--- src/rtl/traffic_phase_ctrl_if.sv ---
// Signal bundle between the traffic phase controller and its environment
// (timebase, mode/pedestrian requests, external phase counter, lamp drivers).
//   master : environment side - drives tick, night_mode, ped_req, cnt_last
//   slave  : controller side  - drives cnt_init, cnt_en, lamps, ped_walk, phase
interface traffic_phase_ctrl_if;
  logic       tick;
  logic       night_mode;
  logic       ped_req;
  logic       cnt_last;
  logic [2:0] cnt_init;
  logic       cnt_en;
  logic [2:0] main_light;
  logic [2:0] side_light;
  logic       ped_walk;
  logic [2:0] phase;

  modport master (
    output tick, night_mode, ped_req, cnt_last,
    input  cnt_init, cnt_en, main_light, side_light, ped_walk, phase
  );

  modport slave (
    input  tick, night_mode, ped_req, cnt_last,
    output cnt_init, cnt_en, main_light, side_light, ped_walk, phase
  );
endinterface

--- src/rtl/traffic_phase_ctrl.sv ---
// Two-road traffic phase controller with pedestrian walk and night flashing.
// Sequences MG -> MY -> SG -> SY -> MG, timing each phase with an external
// down-counter that it loads (cnt_init) and decrements (cnt_en).
// Ports:
//   clk    : clock, rising edge
//   rst_n  : asynchronous active-low reset
//   bus    : traffic_phase_ctrl_if.slave
//            in : tick, night_mode, ped_req, cnt_last
//            out: cnt_init (001 green load, 010 yellow load), cnt_en,
//                 main_light/side_light ({red,yellow,green}), ped_walk, phase
module traffic_phase_ctrl #(
  parameter int unsigned pTIME_GREEN_LIGHT  = 15,
  parameter int unsigned pTIME_YELLOW_LIGHT = 3,
  parameter int unsigned pCNT_WIDTH         = 5
) (
  input  logic                 clk,
  input  logic                 rst_n,
  traffic_phase_ctrl_if.slave  bus
);

  // Load values live in the external counter; reject configurations it cannot hold.
  if ((pTIME_GREEN_LIGHT  >= (64'd1 << pCNT_WIDTH)) ||
      (pTIME_YELLOW_LIGHT >= (64'd1 << pCNT_WIDTH))) begin : g_bad_cfg
    $error("traffic_phase_ctrl: load value does not fit in pCNT_WIDTH");
  end

  typedef enum logic [2:0] {
    MG    = 3'd0,
    MY    = 3'd1,
    SG    = 3'd2,
    SY    = 3'd3,
    FLASH = 3'd4
  } state_e;

  localparam logic [2:0] INIT_NONE   = 3'b000;
  localparam logic [2:0] INIT_GREEN  = 3'b001;
  localparam logic [2:0] INIT_YELLOW = 3'b010;

  localparam logic [2:0] LAMP_RED    = 3'b100;
  localparam logic [2:0] LAMP_YELLOW = 3'b010;
  localparam logic [2:0] LAMP_GREEN  = 3'b001;

  state_e     state_q, state_d;
  logic [2:0] init_q,  init_d;
  logic       blink_q, blink_d;
  logic       walk_q,  walk_d;
  logic       pend_q,  pend_d;
  logic       fire;

  // A load cycle never counts as expiry: cnt_last may still reflect the
  // previous phase's zero while the new value is being loaded.
  assign fire = bus.tick & bus.cnt_last & (init_q == INIT_NONE);

  always_ff @(posedge clk or negedge rst_n) begin
    if (!rst_n) begin
      state_q <= MG;
      init_q  <= INIT_NONE;
      blink_q <= 1'b0;
      walk_q  <= 1'b0;
      pend_q  <= 1'b0;
    end else begin
      state_q <= state_d;
      init_q  <= init_d;
      blink_q <= blink_d;
      walk_q  <= walk_d;
      pend_q  <= pend_d;
    end
  end

  always_comb begin
    state_d = state_q;
    init_d  = INIT_NONE;
    blink_d = blink_q;
    walk_d  = walk_q;
    pend_d  = pend_q | bus.ped_req;

    case (state_q)
      MG: begin
        if (fire) begin
          state_d = MY;
          init_d  = INIT_YELLOW;
        end
      end
      MY: begin
        if (fire) begin
          state_d = SG;
          init_d  = INIT_GREEN;
          // A request in this very cycle still makes this crossing.
          walk_d  = pend_q | bus.ped_req;
          pend_d  = 1'b0;
        end
      end
      SG: begin
        if (fire) begin
          state_d = SY;
          init_d  = INIT_YELLOW;
          walk_d  = 1'b0;
        end
      end
      SY: begin
        if (fire) begin
          if (bus.night_mode) begin
            state_d = FLASH;
            blink_d = 1'b0;
          end else begin
            state_d = MG;
            init_d  = INIT_GREEN;
          end
        end
      end
      FLASH: begin
        if (bus.tick) begin
          if (!bus.night_mode) begin
            state_d = MG;
            init_d  = INIT_GREEN;
            blink_d = 1'b0;
          end else begin
            blink_d = ~blink_q;
          end
        end
      end
      default: begin
        state_d = MG;
        init_d  = INIT_GREEN;
        blink_d = 1'b0;
      end
    endcase
  end

  always_comb begin
    bus.main_light = LAMP_RED;
    bus.side_light = LAMP_RED;
    case (state_q)
      MG: begin
        bus.main_light = LAMP_GREEN;
        bus.side_light = LAMP_RED;
      end
      MY: begin
        bus.main_light = LAMP_YELLOW;
        bus.side_light = LAMP_RED;
      end
      SG: begin
        bus.main_light = LAMP_RED;
        bus.side_light = LAMP_GREEN;
      end
      SY: begin
        bus.main_light = LAMP_RED;
        bus.side_light = LAMP_YELLOW;
      end
      FLASH: begin
        bus.main_light = {1'b0, blink_q, 1'b0};
        bus.side_light = {1'b0, blink_q, 1'b0};
      end
      default: begin
        bus.main_light = LAMP_RED;
        bus.side_light = LAMP_RED;
      end
    endcase
  end

  assign bus.cnt_en   = bus.tick & (init_q == INIT_NONE) & (state_q != FLASH) & ~bus.cnt_last;
  assign bus.cnt_init = init_q;
  assign bus.ped_walk = walk_q;
  assign bus.phase    = state_q;

endmodule

--- src/flat_wrapper.sv ---
// flat-port wrapper written by rule: the top's interface ports become plain ports
module traffic_phase_ctrl_flat 
#(
  parameter int unsigned pTIME_GREEN_LIGHT  = 15,
  parameter int unsigned pTIME_YELLOW_LIGHT = 3,
  parameter int unsigned pCNT_WIDTH         = 5
)
  (clk, rst_n, bus_tick, bus_night_mode, bus_ped_req, bus_cnt_last, bus_cnt_init, bus_cnt_en, bus_main_light, bus_side_light, bus_ped_walk, bus_phase);
  traffic_phase_ctrl_if bus_i ();
  input  logic clk;
  input  logic rst_n;
  input wire logic [$bits(bus_i.tick)-1:0] bus_tick;
  input wire logic [$bits(bus_i.night_mode)-1:0] bus_night_mode;
  input wire logic [$bits(bus_i.ped_req)-1:0] bus_ped_req;
  input wire logic [$bits(bus_i.cnt_last)-1:0] bus_cnt_last;
  output wire logic [$bits(bus_i.cnt_init)-1:0] bus_cnt_init;
  output wire logic [$bits(bus_i.cnt_en)-1:0] bus_cnt_en;
  output wire logic [$bits(bus_i.main_light)-1:0] bus_main_light;
  output wire logic [$bits(bus_i.side_light)-1:0] bus_side_light;
  output wire logic [$bits(bus_i.ped_walk)-1:0] bus_ped_walk;
  output wire logic [$bits(bus_i.phase)-1:0] bus_phase;
  assign bus_i.tick = bus_tick;
  assign bus_i.night_mode = bus_night_mode;
  assign bus_i.ped_req = bus_ped_req;
  assign bus_i.cnt_last = bus_cnt_last;
  assign bus_cnt_init = bus_i.cnt_init;
  assign bus_cnt_en = bus_i.cnt_en;
  assign bus_main_light = bus_i.main_light;
  assign bus_side_light = bus_i.side_light;
  assign bus_ped_walk = bus_i.ped_walk;
  assign bus_phase = bus_i.phase;
  traffic_phase_ctrl #(.pTIME_GREEN_LIGHT(pTIME_GREEN_LIGHT), .pTIME_YELLOW_LIGHT(pTIME_YELLOW_LIGHT), .pCNT_WIDTH(pCNT_WIDTH)) u_core (.clk(clk), .rst_n(rst_n), .bus(bus_i));
endmodule
--- config.mk ---
export PLATFORM = sky130hd
export DESIGN_NAME = traffic_phase_ctrl_flat
export DESIGN_NICKNAME = d
export VERILOG_FILES = /design/src/rtl/traffic_phase_ctrl_if.sv /design/src/rtl/traffic_phase_ctrl.sv /design/src/flat_wrapper.sv
export SDC_FILE = /design/constraint.sdc
export NUM_CORES = 1
export LEC_CHECK = 0
export ABC_AREA = 1
export CORE_MARGIN = 2
export CORE_UTILIZATION = 40
export DETAILED_ROUTE_END_ITERATION = 7
export HOLD_SLACK_MARGIN = 0.05
export MAX_ROUTING_LAYER = met4
export PLACE_DENSITY_LB_ADDON = 0.08
export SLEW_MARGIN = 20
export SYNTH_ARGS = -nofsm -noshare
export SYNTH_HDL_FRONTEND = slang
export SYNTH_SLANG_ARGS = --single-unit
--- constraint.sdc ---
create_clock -name clk -period 1.7 [get_ports clk]
set_clock_uncertainty 0.1 [all_clocks]
set_input_delay 0.34 -clock clk [delete_from_list [all_inputs] [get_ports clk]]
set_output_delay 0.34 -clock clk [all_outputs]
set_load 0.05 [all_outputs]
# Word level (Yosys, flattened, before mapping)
# Index checks and enable logic that the tools add are counted.
dict set report totals {
  word_cells 60
  register_bits 9
}
dict set report classes {
  n_mux 26
  n_reduce_logical 8
  n_eq_ne 12
  bitwise 9
}
# operator count
set op_table {}
lappend op_table {{$mux W3} 8}
lappend op_table {{$pmux W3 S3} 2}
lappend op_table {{$pmux W3 S5} 1}
lappend op_table {{$pmux W3 S4} 1}
lappend op_table {{$mux W1} 11}
lappend op_table {{$ne A2 B1 Y1 const B} 4}
lappend op_table {{$eq A3 B2 Y1 const B} 2}
lappend op_table {{$logic_not A3 Y1} 2}
lappend op_table {{$ne A2 B2 Y1 const B} 3}
lappend op_table {{$reduce_and A6 Y1} 1}
lappend op_table {{$and A1 B1 Y1} 5}
lappend op_table {{$reduce_and A4 Y1} 1}
lappend op_table {{$eq A3 B1 Y1 const B} 1}
lappend op_table {{$eq A3 B3 Y1 const B} 1}
lappend op_table {{$ne A3 B3 Y1 const B} 1}
lappend op_table {{$not A1 Y1} 3}
lappend op_table {{$pmux W1 S3} 1}
lappend op_table {{$reduce_and A3 Y1} 1}
lappend op_table {{$reduce_or A3 Y1} 1}
lappend op_table {{$mux W2} 1}
lappend op_table {{$pmux W1 S2} 1}
lappend op_table {{$reduce_bool A2 Y1} 1}
lappend op_table {{$reduce_or A2 Y1} 1}
lappend op_table {{$or A1 B1 Y1} 1}

# Depth between registers and ports, before layout
# Gate-level depths: netlist (run 1).
dict set report depth {
  word_depth 4
  depth_mapped 8
  depth_no_buf 8
}

# Least setup slack after synthesis (run 1)
# No wires, ideal clock.
dict set report synth_timing {
  kind {reg2out}
  start {register u_core.state_q[1], in the netlist u_core.bus.phase[1]}
  end {output port bus_cnt_en}
  path_slack_ns -0.798
  stages_incl_launch_ff 5
  required_ns 1.260
  arrival_ns 2.058
  cell_sequence {dfrtp_1 > nor2_2 > inv_2 > nor2_2 > nor3_1}
}
dict set report synth_between {
  elab_chain_cells 3
}
# element line
set synth_lines {}
lappend synth_lines {{start, declared} traffic_phase_ctrl.sv:43} ;# state_e state_q, state_d;
lappend synth_lines {{start signal, assigned} traffic_phase_ctrl.sv:62} ;# state_q <= state_d;
lappend synth_lines {{$ne A3 B3 Y1} traffic_phase_ctrl.sv:161} ;# assign bus.cnt_en = bus.tick & (init_q == INIT_NONE) & (state_q != FLASH) & ~bus.cnt_last;
lappend synth_lines {{$and A1 B1 Y1 (2 in a row)} traffic_phase_ctrl.sv:161}
lappend synth_lines {{end, declared} flat_wrapper.sv:17} ;# output wire logic [$bits(bus_i.cnt_en)-1:0] bus_cnt_en;
# Every way passes these cells.

# Worst setup path after layout (run 1)
dict set report layout_timing {
  start {register u_core.state_q[0], in the netlist u_core.bus.phase[0]}
  end {output port bus_cnt_en}
}
# The elaborated chain is that of the path after synthesis.

==> results.ini, run 1 <==
[setup_path]
crit_top_cell=nor2_4
reg2reg_from=u_core.bus.phase[1]$_DFFE_PN0P_
cp.arrival_ns=1.37
worst-path-max-fanout=6
cp_slowest_stage_delay_ns=0.48
crit_start=u_core.bus.phase[0]$_DFFE_PN0P_
cp-start-kind=flop
crit_slowest_cell=dfrtp_2
crit_path_end_kind=output pin
required_ns=1.26
critPathKind=reg2out
path_cells=nor2_4 -> inv_2 -> nor2_4 -> buf_6 -> nor3_4 -> buf_12

[clocking]
clk_pin_slew_ns=0.06
h-tree-depth=1
hold_buffers=0
clock-root-buffer=clkbuf_4
clock_sinks=8
clock_latency_ns=0.27
cts_tree=done
cts_buffers=3
clockBufferDepth=2

[sta]
slew_violations=0
fin_setup_tns_ns=-0.3924
fin_ws_ns=-0.1102
hold_viol=0
fin_crit_sh_pct=106.5
setup_viol=5
fin_crit_ns=1.810
rsz0062_at_grt=true
max_freq_mhz=552.4

[logic_synthesis]
synth_compound_area_share_pct=12.21
yosysSeqAreaShare_pct=36.87
syn_area_um2=543.0
synthCells=77
synth_top_area_share_pct=36.87
synth_area_leaders=dfrtp_1 37%, nand2_1 12%, nor2_1 6.9%
ys.flop_type=dfrtp_1
synth_edf_count=0
ys_warn_count=0
synthXorXnorAreaFrac_pct=0
syn_avg_cell_area_um2=7.052
synth_fa_ha_area_share_pct=0
ys_ff_latch=8
synth_top_family_by_area=simple AND/OR/NAND/NOR gates
ys_types=20
yosys.area_share.simple_pct=37.79
synth_mux_area_share_pct=0
synthTopCellsByCount=18 x nand2_1, 10 x nor2_1, 8 x dfrtp_1
yosysMostFrequentCell=nand2_1
synth_async_sr_flop_share_pct=100.0
synthesis.nets=83
synth_top_area_cell=dfrtp_1

[die]
ioPinCount=20
core_area_mm2=0.001285
fp.dieArea_mm2=0.001668
start_util_pct=42.26
die_w_um=40.85
rows=13
die_y_um=40.85

[pwr]
combPwrFrac_pct=75.7
leakagePower_uw=0.0004963
powerDensity_mw_per_mm2=2131
peakVddDrop_mv=1.430
power.internal_uw=1092
sw_frac_of_total_pct=50.19
seqPwrFrac_pct=16.8
clkPwrFrac_pct=7.6
switchingPower_uw=1100

[placed_design]
dp_hpwl_um=1133
placedCellCount=112
port_buffers=18
gp_congestion=0.8669

[cells_and_area]
final_nets=112
layout-drive-gt1-share_pct=52.38
instances_no_fill=120
syn_to_final_growth_pct=89.40
n_antenna_cell=0

[routing]
drt_iter0_drc=7
dr.pass1.iters=4
antenna_left=0
drt_wl_total_um=1531
drc_errors=0
via_count=581
routed_via_density=4.842
wire_per_inst_um=12.76

[global_routing]
grt_start_max_net_pins=9
antenna_found_initial=0
gr-total-overflow=0
grt_pass1_wl_um=2318
grt_pass1_vias=551
grt_util_all_layers_pct=23.22

[outcome]
status=complete, but fails checks
failed_checks=negative setup slack

[run]
drv_cap=0

[worst_hold_path]
holdCritPathClass=in2async

[worst paths after layout]
kind / slack (ns) / endpoint / depth (start not counted)
setup / recovery: -0.11 / bus_cnt_en / 6
hold / removal: 0.24 / u_core.blink_q$_DFFE_PN0P_ / 1
setup reg to reg: 0.32 / u_core.bus.ped_walk$_DFFE_PN0P_ / 7
hold reg to reg: 0.43 / u_core.pend_q$_DFF_PN0_ / 2
max in group asynchronous: 0.97 / u_core.bus.cnt_init[1]$_DFF_PN0_ / 1
min in group clk: 0.43 / u_core.pend_q$_DFF_PN0_ / 2
[cell type report]
cell class | count | area, um2
timing repair buffer | 27 | 385.4
fill | 93 | 256.5
multi-input combinational | 55 | 344.1
clock buffer | 4 | 26.28
tap | 15 | 18.77
inverter | 11 | 47.55
sequential | 8 | 206.4
[cells in the final DEF, fill, tap and decap left out, drive strengths merged]
| master | synthesis | final |
|---|---|---|
| conb | 1 | 1 |
| o21ai | 9 | 9 |
| clkinv | 1 | 1 |
| clkinvlp | 0 | 1 |
| clkdlybuf4s50 | 0 | 5 |
| inv | 10 | 9 |
| a31oi | 1 | 1 |
| nor3 | 1 | 1 |
| nand2 | 23 | 23 |
| nand3 | 4 | 4 |
| dfrtp | 8 | 8 |
| buf | 3 | 22 |
| a21oi | 3 | 3 |
| nor2 | 13 | 13 |
| clkbuf | 0 | 4 |
[power by group through the flow]
| stage | Sequential, uW | Combinational [uW] | Clock [uW] |
|---|---|---|---|
| after floorplan | 498 | 735 | 0 |
| after global placement | 374 | 1540 | 0 |
| after detailed placement | 375 | 1560 | 0 |
| after CTS | 363 | 1650 | 167 |
| after global routing | 373 | 1760 | 180 |
| final | 367 | 1660 | 166 |
[flip-flops by register name (all words and copies together) (netlist names)]
| register | flops |
|---|---|
| u_core.blink_q | 1 |
| u_core.bus.ped_walk | 1 |
| u_core.pend_q | 1 |
| u_core.bus.cnt_init | 2 |
| u_core.bus.phase | 3 |
[repair_timing]
action                     4_1_cts  5_1_grt
gates resized for setup          3        4
setup endpoints to repair        6        6
buffers inserted                 4        0
pin swaps                        2        2
cloned                           0        0
[through the flow]
stage | worst slack [ns] | instance area, um2 | hold slack (ns) | total power, uW | utilization [%]
floorplan | -0.04100 | 609.3 | -0.05559 | 1233 | -
global placement | -0.02555 | 949.7 | 0.3813 | 1910 | 73.90
detailed placement | -0.04113 | 949.7 | 0.4073 | 1937 | 73.90
CTS | -0.1143 | 1017 | 0.2504 | 2176 | 79.16
global route | -0.1640 | 1028 | 0.2703 | 2311 | 80.04
finish | -0.1102 | 1028 | 0.2410 | 2191 | 80.04
[critical path: cells and delay by family, from the launching register on]
kind	cells	cell delay, ns
buffers and inverters	3	0.33
AND/OR/NAND/NOR	3	0.30
flip-flops	1	0.48
[routing by layer]
metal  up-vias  share of wire (%)  track usage (%)
met5         -                  0                -
met3         4                6.8            6.522
met1       266                 37            23.57
li1        290                  -                -
met4         0                1.4            11.67
met2        21                 55            40.23
[cell families (layout without fill, tap and decap cells)]
| group | after synthesis | in the layout |
|---|---|---|
| and+or+nand+nor | 41 | 41 |
| DFF | 8 | 8 |
| AOI/OAI and AO/OA | 13 | 13 |
| other | 1 | 1 |
| buffers and inverters | 14 | 42 |
No activity file was read; power rests on OpenSTA's default activity.
==> run 2: changes to the inputs <==
Settings changed: ABC_AREA 1 to default, PLACE_DENSITY from default to 0.74, PLACE_DENSITY_LB_ADDON 0.08 to default.
==> run 2 against run 1 <==
The run still ends with negative setup slack left. Critical path depth is 2 lower. Global-route usage rose by 9.4 points. Worst hold slack improved by 0.010 ns.
==> results.ini, run 2 <==
[setup_path]
crit_path_end_kind=output pin
required_ns=1.26
cp-start-kind=flop
r2r_setup_slack_ns=0.10
reg2reg_from=u_core.bus.phase[0]$_DFFE_PN0P_
cp.arrival_ns=1.40
ff2ff_path_depth=5
critPathKind=reg2out
reg2reg_to=u_core.blink_q$_DFFE_PN0P_
worst-path-max-fanout=4

[routing]
antenna_left=0
wire_per_inst_um=19.57
routed_via_density=5.904
dr.pass1.iters=4
wl_met3_um=102
wl_met2_um=1068
via_count=673
met1_length_um=951
drc_errors=0
drt_wl_total_um=2231
drt_iter0_drc=13
top_layer_used=met4

[logic_synthesis]
yosysMostFrequentCell=dfrtp_1
ys_warn_count=0
synth_top_area_share_pct=38.37
syn_avg_cell_area_um2=8.843
ys_ff_latch=8
yosysSeqAreaShare_pct=38.37
synth_async_sr_flop_share_pct=100.0
ys.flop_type=dfrtp_1
synth_area_leaders=dfrtp_1 38%, a21oi_1 6.7%, nor3_1 3.8%
synth_edf_count=0
synthCells=59
synthesis.nets=65
ys_types=29
synthTopCellsByCount=8 x dfrtp_1, 7 x a21oi_1, 5 x nor2_1
synth_top_area_cell=dfrtp_1
syn_area_um2=521.8

[sta]
fin_crit_ns=1.842
setup_viol=7
slew_violations=0
rsz0062_at_grt=true
max_freq_mhz=542.9
holdWs_ns=0.2512
fin_crit_sh_pct=108.4
fin_ws_ns=-0.1421
hold_viol=0

[pwr]
seqPwrFrac_pct=15.4
clkPwrFrac_pct=7.0
sw_frac_of_total_pct=47.86
powerDensity_mw_per_mm2=1941
peakVddDrop_mv=1.070
switchingPower_uw=1080
p_total_uw=2257
leakagePower_uw=0.0004786
combPwrFrac_pct=77.6
power.internal_uw=1177

[placed_design]
dp_hpwl_um=1196
gp_congestion=0.8517
port_buffers=18

[global_routing]
grt_util_all_layers_pct=32.61
antenna_found_initial=0
grt_pass1_vias=662
gr-total-overflow=0
grt_start_max_net_pins=9
grt_pass1_wl_um=3153

[run]
drv_cap=0

[clocking]
clockBufferDepth=2
clk_pin_slew_ns=0.06
clock_sinks=8
clock-root-buffer=clkbuf_4
h-tree-depth=1
clock_latency_ns=0.27
cts_buffers=3
cts_tree=done

[die]
die_y_um=40.12
fp.dieArea_mm2=0.001609
die_w_um=40.12
rows=13
core_area_mm2=0.001252
start_util_pct=41.66
ioPinCount=20

[cells_and_area]
nFillCells=40
largest_reg_flops=3
final_nets=106
layout-drive-gt1-share_pct=61.62
layout_commonest_cell=buf_4
mostFrequentLayoutCells=16 x buf_4, 13 x buf_12, 6 x buf_6
syn_to_final_growth_pct=122.8
n_antenna_cell=0

[worst_hold_path]
holdCritPathClass=in2async

[outcome]
status=complete, but fails checks
failed_checks=negative setup slack

-- run 2: what timing repair did --
action	in CTS	in global routing
hold buffers	0	0
buffers inserted	10	4
resized for setup	13	5
pin swaps	5	3
endpoints found under the hold margin	0	0
endpoints found under the setup margin	7	7
-- run 2: power groups by stage --
stage                     Clock, uW  Sequential (uW)  Combinational, uW
after CTS                       167              339               1670
after global placement            0              352               1470
after floorplan                   0              459                768
final                           159              347               1750
after detailed placement          0              356               1490
after global routing            173              352               1810
-- run 2: how the worst max path moves through the flow --
stage	from	to	slack, ns
after floorplan	u_core.bus.phase[1]$_DFFE_PN0P_	bus_side_light[1]	-0.03
after global placement	bus_tick	bus_cnt_en	-0.06
after detailed placement	bus_cnt_last	u_core.bus.cnt_init[0]$_DFF_PN0_	-0.10
after CTS	u_core.bus.phase[2]$_DFFE_PN0P_	bus_cnt_en	-0.12
after global routing	u_core.bus.phase[2]$_DFFE_PN0P_	bus_cnt_en	-0.16
final	u_core.bus.phase[2]$_DFFE_PN0P_	bus_cnt_en	-0.14
-- run 2: cell type report --
class                           instances  area [um2]  share of cell area, %
Clock buffer                            4       26.28                  2.261
Sequential cell                         8       205.2                  17.65
Multi-Input combinational cell         43       389.1                  33.48
Inverter                                4       25.02                  2.153
Tap cell                               15       18.77                  1.615
Timing Repair Buffer                   40       498.0                  42.84
-- run 2: kinds of logic after synthesis --
family | after synthesis | synth area share [%]
simple gates | 23 | 29.50
compound gates | 18 | 22.54
other cells | 1 | 0.7187
buf+inv | 8 | 7.195
xor+xnor | 1 | 1.679
flops | 8 | 38.37
-- run 2: through the flow --
stage | utilization [%] | cells | TNS, ns | area (um2) | setup WS [ns]
2_1_floorplan | - | 59 | -0.07165 | 635.6 | -0.03154
3_3_place_gp | 78.52 | 97 | -0.1644 | 983.4 | -0.06120
3_5_place_dp | 78.52 | 97 | -0.2974 | 983.4 | -0.1044
4_1_cts | 89.91 | 111 | -0.5755 | 1126 | -0.1169
5_1_grt | 92.81 | 114 | -0.8434 | 1162 | -0.1587
6_report | 92.81 | 114 | -0.6443 | 1162 | -0.1421
-- run 2: metal layers --
metal / vias to the layer above / GRT usage (%)
li1: 292 / -
met1: 334 / 37.63
met2: 34 / 50.00
met3: 13 / 5.556
met4: 0 / 25.00
met5: - / -
-- run 2: worst max-delay path, stage by stage (launching register included) --
cell and delay (ns):
dfrtp_2 0.45, nor3b_4 0.18, buf_6 0.13, nor3_4 0.22
buf_12 0.16
==> run 3: changes to the inputs <==
Settings changed: CORE_AREA from default to 2 2 39 41, CORE_MARGIN 2 to default, CORE_UTILIZATION 40 to default, DIE_AREA from default to 0 0 41 43, PLACE_DENSITY 0.74 to 0.73.
==> run 3 against run 2 <==
The flow still finishes with violations (negative setup slack). Maximum frequency is 2.5% higher. Count of clock-buffer cells in the layout stayed put. Combinational power hardly changed. Largest power group unchanged. Critical endpoint is now bus_side_light[1]. Global-route usage is 1.7 points lower. Die area is 9.6% higher. Cell count is 3.5% higher. Highest routed layer unchanged. Setup slack better by 0.044 ns. Critical path depth stayed put. Via count is 0.30% lower. Sequential share of layout area is 0.69 points lower. Sequential power is 2% lower. Worst hold slack better by 0.017 ns.
==> results.ini, run 3 (synthesis gave the netlist of run 2 again) <==
[cells_and_area]
layout_commonest_cell=buf_4
nFillCells=60
final_nets=109
largest_reg_flops=3
mostFrequentLayoutCells=19 x buf_4, 14 x buf_12, 5 x nor2_1, 5 x buf_6, 5 x dfrtp_1
layout-drive-gt1-share_pct=61.76
instances_no_fill=118
multi_input_comb_area_um2=401.6
syn_to_final_growth_pct=130.5
seq_area_um2=203.9
n_antenna_cell=0

[sta]
max_freq_mhz=556.2
fin_crit_ns=1.798
fin_crit_sh_pct=105.8
slew_violations=0
fin_ws_ns=-0.09786
rsz0062_at_grt=true
hold_viol=0
fin_setup_tns_ns=-0.3282
setup_viol=8

[routing]
drt_iter0_drc=18
drc_errors=0
wire_per_inst_um=18.22
via_count=671
drt_wl_total_um=2150
dr.pass1.iters=4
antenna_left=0
routed_via_density=5.686

[clocking]
cts_tree=done
clock_latency_ns=0.26
clk_pin_slew_ns=0.06
clock_sinks=8
hold_buffers=0
h-tree-depth=1
cts_buffers=3
clock-root-buffer=clkbuf_4
clockBufferDepth=2

[pwr]
peakVddDrop_mv=1.506
powerDensity_mw_per_mm2=1891
leakagePower_uw=0.0005085
p_total_uw=2273

[die]
start_util_pct=37.70
fp.dieArea_mm2=0.001763
die_w_um=41
die_y_um=43
core_area_mm2=0.001384
ioPinCount=20
rows=14

[worst_hold_path]
holdCritPathClass=in2async

[setup_path]
required_ns=1.26
reg2reg_from=u_core.bus.phase[0]$_DFFE_PN0P_
cp-start-kind=flop
crit_cells=4
crit_path_end_kind=output pin
cp_slowest_stage_delay_ns=0.40
path_buf_inv=2
ff2ff_path_depth=6
r2r_setup_slack_ns=0.05
path_cells=buf_6 -> and3b_2 -> a21o_4 -> buf_12
reg2reg_to=u_core.blink_q$_DFFE_PN0P_
crit_family=flip-flops
cp.arrival_ns=1.36
critPathKind=reg2out
crit_slowest_cell=dfrtp_2
worst-path-max-fanout=5

[global_routing]
grt_pass1_wl_um=3456
gr-total-overflow=0
grt_util_all_layers_pct=30.89
top_usage_layer=met2
grt_pass1_vias=761
use_met3_pct=10.99
grtUsageMet1_pct=30.27
antenna_found_initial=0
met2_usage_pct=49.38
grt_start_max_net_pins=10

[placed_design]
port_buffers=18
placedCellCount=101
gp_congestion=0.8487
dp_slack_ns=-0.1066
dp_hpwl_um=1243

[outcome]
failed_checks=negative setup slack
status=complete, but fails checks

[run]
drv_cap=0

==> run 3: per-layer routing <==
metal  wire [um]  up-vias
met5           0        -
met4          95        0
met3         137       10
met2        1166       37
met1         751      326
li1            -      298
==> run 3: final cells by class <==
type | instances | area share, %
multi-input combinational | 43 | 33.40
sequential | 8 | 16.96
tap | 16 | 1.665
clock buffer | 4 | 2.185
timing repair buffer | 43 | 43.91
inverter | 4 | 1.873
==> run 3: stage by stage <==
step           area (um2)  utilization, %  hold slack [ns]
6_report             1202           86.89           0.2686
5_1_grt              1202           86.89           0.2770
4_1_cts              1155           83.45           0.2601
3_5_place_dp        994.7           71.88           0.4789
3_3_place_gp        994.7           71.88           0.4589
2_1_floorplan       635.6               -         -0.05559
==> run 3: power breakdown <==
part	switching (uW)	total [uW]	leakage [uW]	internal, uW
Sequential	91.6	341	0.0000956	250
Clock	70.5	161	0.0000150	90.2
Combinational	911	1770	0.000398	860
==> run 3: timing repair <==
action | 4_1_cts | 5_1_grt
buffers inserted | 12 | 1
endpoints found under the hold margin | 0 | 0
cloned | 0 | 0
endpoints found under the setup margin | 7 | 8
resized for setup | 8 | 7
pin swaps | 4 | 6
==> run 3: how the worst max path moves through the flow <==
stage,from,to,slack [ns]
final,u_core.bus.phase[2]$_DFFE_PN0P_,bus_side_light[1],-0.1
after global routing,u_core.bus.phase[0]$_DFFE_PN0P_,bus_cnt_en,-0.14
after CTS,u_core.bus.phase[0]$_DFFE_PN0P_,bus_cnt_en,-0.09
after detailed placement,bus_tick,u_core.blink_q$_DFFE_PN0P_,-0.11
after global placement,bus_tick,bus_cnt_en,-0.07
after floorplan,u_core.bus.phase[1]$_DFFE_PN0P_,bus_side_light[1],-0.03
